--- src/rtl/event_monitor_pkg.sv ---
// Shared definitions for the event monitor slice.
//   evt_w()     - width of one captured event {ts, id, data}
//   nbeats()    - stream beats needed to carry one event
//   HDR_MAGIC   - top byte of the optional per-event header beat
//   drain_state_e - drain sequencer states
package event_monitor_pkg;

  localparam logic [7:0] HDR_MAGIC = 8'hA5;

  typedef enum logic [1:0] {
    IDLE,
    HDR,
    SEND
  } drain_state_e;

  function automatic int unsigned evt_w(input int unsigned ts_w,
                                        input int unsigned id_w,
                                        input int unsigned probe_w);
    return ts_w + id_w + probe_w;
  endfunction

  function automatic int unsigned nbeats(input int unsigned ew,
                                         input int unsigned out_w);
    return (ew + out_w - 1) / out_w;
  endfunction

endpackage

--- src/rtl/event_drain_ctrl.sv ---
// Drains events from the core's show-ahead event FIFO and serializes each
// one into OUT_W-bit beats on a valid/ready stream, LSB beat first.
//
// Ports:
//   clk, rst_n     clock, asynchronous active-low reset
//   drain_en       level; permits starting a new event drain
//   evt_valid      FIFO head valid (show-ahead)
//   evt_data       FIFO head {ts, id, data}
//   evt_pop        one-cycle pop pulse back to the FIFO
//   m_valid/m_ready/m_data/m_last   output stream, m_last on final beat
//   busy           high while not IDLE
//   evt_count      events fully sent since reset (wraps)
//
// Build option: define EVT_DRAIN_HDR_EN to precede every event with one
// header beat {HDR_MAGIC, NBEATS, seq[15:0]}.
module event_drain_ctrl
  import event_monitor_pkg::*;
#(
  parameter int unsigned PROBE_W = 32,
  parameter int unsigned ID_W    = 8,
  parameter int unsigned TS_W    = 32,
  parameter int unsigned OUT_W   = 32,
  parameter int unsigned CNT_W   = 32
) (
  input  logic                          clk,
  input  logic                          rst_n,
  input  logic                          drain_en,
  input  logic                          evt_valid,
  input  logic [TS_W+ID_W+PROBE_W-1:0]  evt_data,
  output logic                          evt_pop,
  output logic                          m_valid,
  input  logic                          m_ready,
  output logic [OUT_W-1:0]              m_data,
  output logic                          m_last,
  output logic                          busy,
  output logic [CNT_W-1:0]              evt_count
);

  localparam int unsigned EVT_W = evt_w(TS_W, ID_W, PROBE_W);
  localparam int unsigned NB    = nbeats(EVT_W, OUT_W);
  localparam int unsigned SH_W  = NB * OUT_W;
  localparam int unsigned BC_W  = (NB > 1) ? $clog2(NB) : 1;
  localparam logic [BC_W-1:0] LAST_BEAT = BC_W'(NB - 1);

  drain_state_e          state, state_nx;
  logic [SH_W-1:0]       shift_reg;
  logic [BC_W-1:0]       beat_cnt;
  logic                  start;
  logic                  data_acc;
  logic                  last_acc;

`ifdef EVT_DRAIN_HDR_EN
  logic [15:0]           seq;
  logic [OUT_W-1:0]      hdr_word;
  logic                  hdr_acc;

  assign hdr_word = OUT_W'({HDR_MAGIC, 8'(NB), seq});
  assign hdr_acc  = (state == HDR) && m_ready;
`endif

  // Capture happens only from IDLE; the mandatory IDLE cycle between
  // events lets the FIFO head settle after the previous pop.
  assign start    = (state == IDLE) && drain_en && evt_valid;
  assign data_acc = (state == SEND) && m_ready;
  assign last_acc = data_acc && (beat_cnt == LAST_BEAT);

  always_comb begin
    state_nx = state;
    evt_pop  = 1'b0;
    m_valid  = 1'b0;
    m_data   = '0;
    m_last   = 1'b0;
    busy     = (state != IDLE);
    case (state)
      IDLE: begin
        if (start) begin
          // Gated by rst_n so no pop can escape while the block is held in reset.
          evt_pop  = rst_n;
`ifdef EVT_DRAIN_HDR_EN
          state_nx = HDR;
`else
          state_nx = SEND;
`endif
        end
      end
`ifdef EVT_DRAIN_HDR_EN
      HDR: begin
        m_valid = 1'b1;
        m_data  = hdr_word;
        if (m_ready) state_nx = SEND;
      end
`endif
      SEND: begin
        m_valid = 1'b1;
        m_data  = shift_reg[OUT_W-1:0];
        m_last  = (beat_cnt == LAST_BEAT);
        if (last_acc) state_nx = IDLE;
      end
      default: state_nx = IDLE;
    endcase
  end

  always_ff @(posedge clk or negedge rst_n) begin
    if (!rst_n) begin
      state     <= IDLE;
      shift_reg <= '0;
      beat_cnt  <= '0;
      evt_count <= '0;
    end else begin
      state <= state_nx;
      if (start) begin
        shift_reg <= SH_W'(evt_data);
        beat_cnt  <= '0;
      end else if (data_acc) begin
        shift_reg <= shift_reg >> OUT_W;
        beat_cnt  <= beat_cnt + 1'b1;
      end
      if (last_acc) evt_count <= evt_count + 1'b1;
    end
  end

`ifdef EVT_DRAIN_HDR_EN
  always_ff @(posedge clk or negedge rst_n) begin
    if (!rst_n) begin
      seq <= '0;
    end else if (hdr_acc) begin
      seq <= seq + 1'b1;
    end
  end
`endif

endmodule

--- config.mk ---
export PLATFORM = sky130hd
export DESIGN_NAME = event_drain_ctrl
export DESIGN_NICKNAME = d
export VERILOG_FILES = /design/src/rtl/event_monitor_pkg.sv /design/src/rtl/event_drain_ctrl.sv
export SDC_FILE = /design/constraint.sdc
export NUM_CORES = 1
export LEC_CHECK = 0
export CAP_MARGIN = 30
export CORE_ASPECT_RATIO = 1.25
export CORE_UTILIZATION = 49
export CTS_BUF_LIST = sky130_fd_sc_hd__clkbuf_8
export CTS_CLUSTER_SIZE = 20
export DETAILED_ROUTE_END_ITERATION = 7
export GPL_TIMING_DRIVEN = 0
export PLACE_DENSITY = 0.89
export SLEW_MARGIN = 10
export SYNTH_ARGS = -nofsm -noshare
export SYNTH_HDL_FRONTEND = slang
export SYNTH_SLANG_ARGS = --single-unit
--- constraint.sdc ---
create_clock -name clk -period 2.2 [get_ports clk]
set_clock_uncertainty 0.2 [all_clocks]
set_input_delay 0.44 -clock clk [delete_from_list [all_inputs] [get_ports clk]]
set_output_delay 0.44 -clock clk [all_outputs]
set_load 0.005 [all_outputs]
======== Yosys cells after proc, flatten, opt, wreduce, memory -nomap -nowiden ========
Cells that the tools add are included.
word-level totals
  bits in registers ....................... 132
  bits of input ports ..................... 77
operators by class
  $add $sub $neg .......................... 2
  equal/unequal tests ..................... 4
  muxes and demuxes ....................... 12
  reductions and logical operators ........ 8
operators with widths
  kind                   count
  $mux 96                2
  $add 32x1->32 const B  1
  $mux 32                1
  $mux 2                 4
  $eq 2x2->1 const B     2
  $logic_and 1x1->1      4
  $mux 1                 4
  $ne 2x2->1 const B     2
  $pmux 2 s2             1
  $reduce_bool 2->1      2
  $add 2x1->2 const B    1
  $logic_not 2->1        1
  $reduce_and 2->1       1

======== Longest topological paths before layout ========
  depth after elaboration ................. 5
  depth in mapped cells ................... 6

======== Worst setup path before layout ========
Ideal clock, no wire load.
  path type ............................... register -> register
  start point ............................. register beat_cnt[0]
  end point ............................... register evt_count[21]
  arrival ................................. 1,405 ps
  data required time ...................... 1,875 ps
  slack ................................... 470 ps
  stages on the path, launching flop included .. 7
  path buffers ............................ 0
  period minus slack after synthesis ...... 1,730 ps
  cells stage by stage .................... dfrtp_1 inv_1 ha_1 nand3_2 nor4_2 nand4_1 xnor2_1
on the way
  longest elaborated chain between the ends .. 2
RTL lines
  element                 line                     source
  start, declared         event_drain_ctrl.sv:47   logic [BC_W-1:0] beat_cnt;
  start signal, assigned  event_drain_ctrl.sv:116  beat_cnt <= beat_cnt + 1'b1;
  $eq 2x2->1              event_drain_ctrl.sv:65   assign last_acc = data_acc && (beat_cnt == LAST_BEAT);
  $logic_and 1x1->1       event_drain_ctrl.sv:65
  end signal, assigned    event_drain_ctrl.sv:118  if (last_acc) evt_count <= evt_count + 1'b1;
  end, declared           event_drain_ctrl.sv:36   output logic [CNT_W-1:0] evt_count
No other way between the ends.
A chain may end at the register's enable or synchronous reset.

======== Worst setup path after layout ========
  start point ............................. register state[1]
  end point ............................... output port m_data[21]
on the way
  longest elaborated chain between the ends .. 2
RTL lines
  element                 line                     source
  start, declared         event_drain_ctrl.sv:45   drain_state_e state, state_nx;
  start signal, assigned  event_drain_ctrl.sv:110  state <= state_nx;
  $eq 2x2->1              event_drain_ctrl.sv:74   case (state)
  $mux 32                 event_drain_ctrl.sv:74
  end, declared           event_drain_ctrl.sv:33   output logic [OUT_W-1:0] m_data,
No other way between the ends.

==> flow_summary.ini <==
[sta]
max_freq_mhz = 464
rsz0062_at_grt = false
setup_tns_ns = 0
tightest_slew_ns = 0.516
drv_slew = 0
period_minus_slack_ns = 2.16
fin_crit_sh = 0.980
whs_ns = 0.292
setup_viol = 0
fin_ws_ns = 0.0439
max_slew_margin = 0.656
hold_viol_final = 0

[floorplanning]
die_h_um = 114
num_io_pins = 145
rows = 40
core-area_um2 = 9660
design.die.area_um2 = 10400
die_w_um = 91.4
start_util = 0.507

[synthesis]
synth-seq-cells = 107
synthTopCellsByCount = dfrtp_1, nand2_1, nor2_1
synth-compound-area-share = 0.0449
yosysMostFrequentCell = dfrtp_1
syn_avg_cell_area_um2 = 9.80
yosysSeqAreaShare = 0.546
yosysUniqueCellTypes = 30
yosys_warnings = 0
synth-adder-area-share = 0.00511
synth_xor_area_frac = 0.0554
yosys-top-cells-area = dfrtp_1, mux2i_1, nand2_1
syn_inst = 500
syn_nets = 579
synth.top_cell.area_share = 0.546
syn-cell-area_um2 = 4900
async_flop_share = 1.00
muxShareOfSynthArea = 0.0677
synth_largest_area_cell = dfrtp_1
synth_top_family_by_area = simple AND/OR/NAND/NOR gates
synth_ff_type = dfrtp_1
synth_edf_count = 0
yosys.area_share.simple = 0.253

[setup_path]
arrival_ns = 1.52
critPathMaxFanout = 10
cp-start-kind = register
r2r_cells = 6
cp_top_family = buffers and inverters
cp-end-kind = primary output
path_buf_inv = 3
worst_path_largest_cell_delay_ns = 0.43
critical_path_class = register to primary output
critPathSlowestCell = dfrtp_2
rrSetupSlack_ns = 0.13
worst-path-stages = 4
crit_chain = buf_8 > clkbuf_8 > and2_1 > dlygate4sd2_1
critPathRequiredTime_ns = 1.56

[cells_and_area]
multi_input_area_um2 = 2100
largest_register_ff_count = 72
diodes = 0
syn2layout_area_growth_pct = 39.1
drive_gt1_frac = 0.0765
n_fill_cell = 717
regArea_um2 = 2680
fin_area_um2 = 6820
finalNetCount = 742

[global_route]
grt_max_degree = 72
grtUsageTotal = 0.256
grt_pass1_wl_um = 20800
grt_overflow = 0
antenna_found_initial = 0
first_global_vias = 4369

[power_and_ir_drop]
power.density_nw_per_um2 = 957
ir_worst_vdd_v = 0.000652
total_leakage_power_nw = 3.32

[job]
drv_cap = 0

[place]
dp_hpwl_um = 9370
io_buffer_count = 144
dp_slack_ns = -0.490
placed_area_um2 = 6530
gp_congestion = 0.856

[drt]
drt_iter0_markers = 263
wirelength_um = 12800
ant_nets = 0
drc = 0
via_per_inst = 5.37
firstDrtPassIters = 5
vias = 4255
drt-wirelength-per-cell_um = 16.1

[clock_tree]
cts_tree = yes
cts_max_level = 3
cts_buffers = 9
cts-root-buf = clkbuf_8
cts_num_sinks = 107
clock_latency_ns = 0.36
clkTransAtPathRegs_ns = 0.09
clockBufferDepth = 2

[outcome]
status = finished, final reports clean

[worst_hold_path]
hold_path.class = register to register
hold_path_depth = 1
==> stage by stage <==
stage,instances,utilization,total power [mW]
final,793,0.706,6.52
after floorplan,500,-,4.10
after CTS,794,0.705,6.57
after detailed placement,771,0.676,5.37
after global placement,770,0.673,5.25
after global routing,793,0.706,6.93
==> logic make-up (layout without fill, tap and decap cells) <==
family / Yosys count / count (layout)
compound gates: 42 / 42
xor+xnor: 31 / 31
fa+ha+maj: 2 / 2
simple gates: 255 / 255
mux: 33 / 33
flops: 107 / 107
buf+inv: 30 / 197
==> final timing paths <==
kind | start | endpoint
max | state[1] | m_data[21]
min | evt_count[31] | evt_count[31]
max reg2reg | state[1] | shift_reg[30]
min reg2reg | evt_count[31] | evt_count[31]
max in group asynchronous | rst_n | state[1]
min in group asynchronous | rst_n | evt_count[27]
==> power by group <==
| group | leakage, nW | internal, mW | switching (mW) |
|---|---|---|---|
| clock network | 0.108 | 0.573 | 0.621 |
| logic | 1.81 | 1.29 | 1.16 |
| registers | 1.40 | 2.53 | 0.346 |
| total | 3.32 | 4.40 | 2.13 |
==> final cells by class <==
class / count / area share
Inverter: 1 / 0.000551
Multi-Input combinational cell: 363 / 0.308
Clock inverter: 4 / 0.00624
Clock buffer: 11 / 0.0222
Timing Repair Buffer: 152 / 0.220
Buffer: 29 / 0.0270
Tap cell: 126 / 0.0231
Sequential cell: 107 / 0.393
==> cells in the final DEF, fill, tap and decap left out, types with 6 or more instances in the layout <==
master / instances
and2_1: 34
nand2_1: 81
o22ai_1: 8
clkbuf_1: 9
buf_4: 6
nor2_1: 54
clkdlybuf4s50_1: 106
xnor2_1: 25
dfrtp_1: 106
xor2_1: 6
clkbuf_8: 13
nand3_1: 46
mux2i_1: 32
a21oi_1: 32
buf_2: 9
dlygate4sd2_1: 35
nand4_1: 17
==> metal layers <==
layer / global-route usage / vias up / wire length (um)
li1: - / 2012 / -
met1: 0.311 / 2039 / 5030
met2: 0.447 / 174 / 6570
met3: 0.0480 / 30 / 810
met4: 0.110 / 0 / 369
met5: 0 / - / 0
==> what timing repair did <==
action                                  in CTS  in global routing
endpoints found under the setup margin      34                  2
resized for setup                           57                  3
endpoints found under the hold margin       36                  0
hold buffers                                 2                  0
setup buffers                                6                  0
pin swaps                                    1                  2
(Power assumes the default switching activity.)
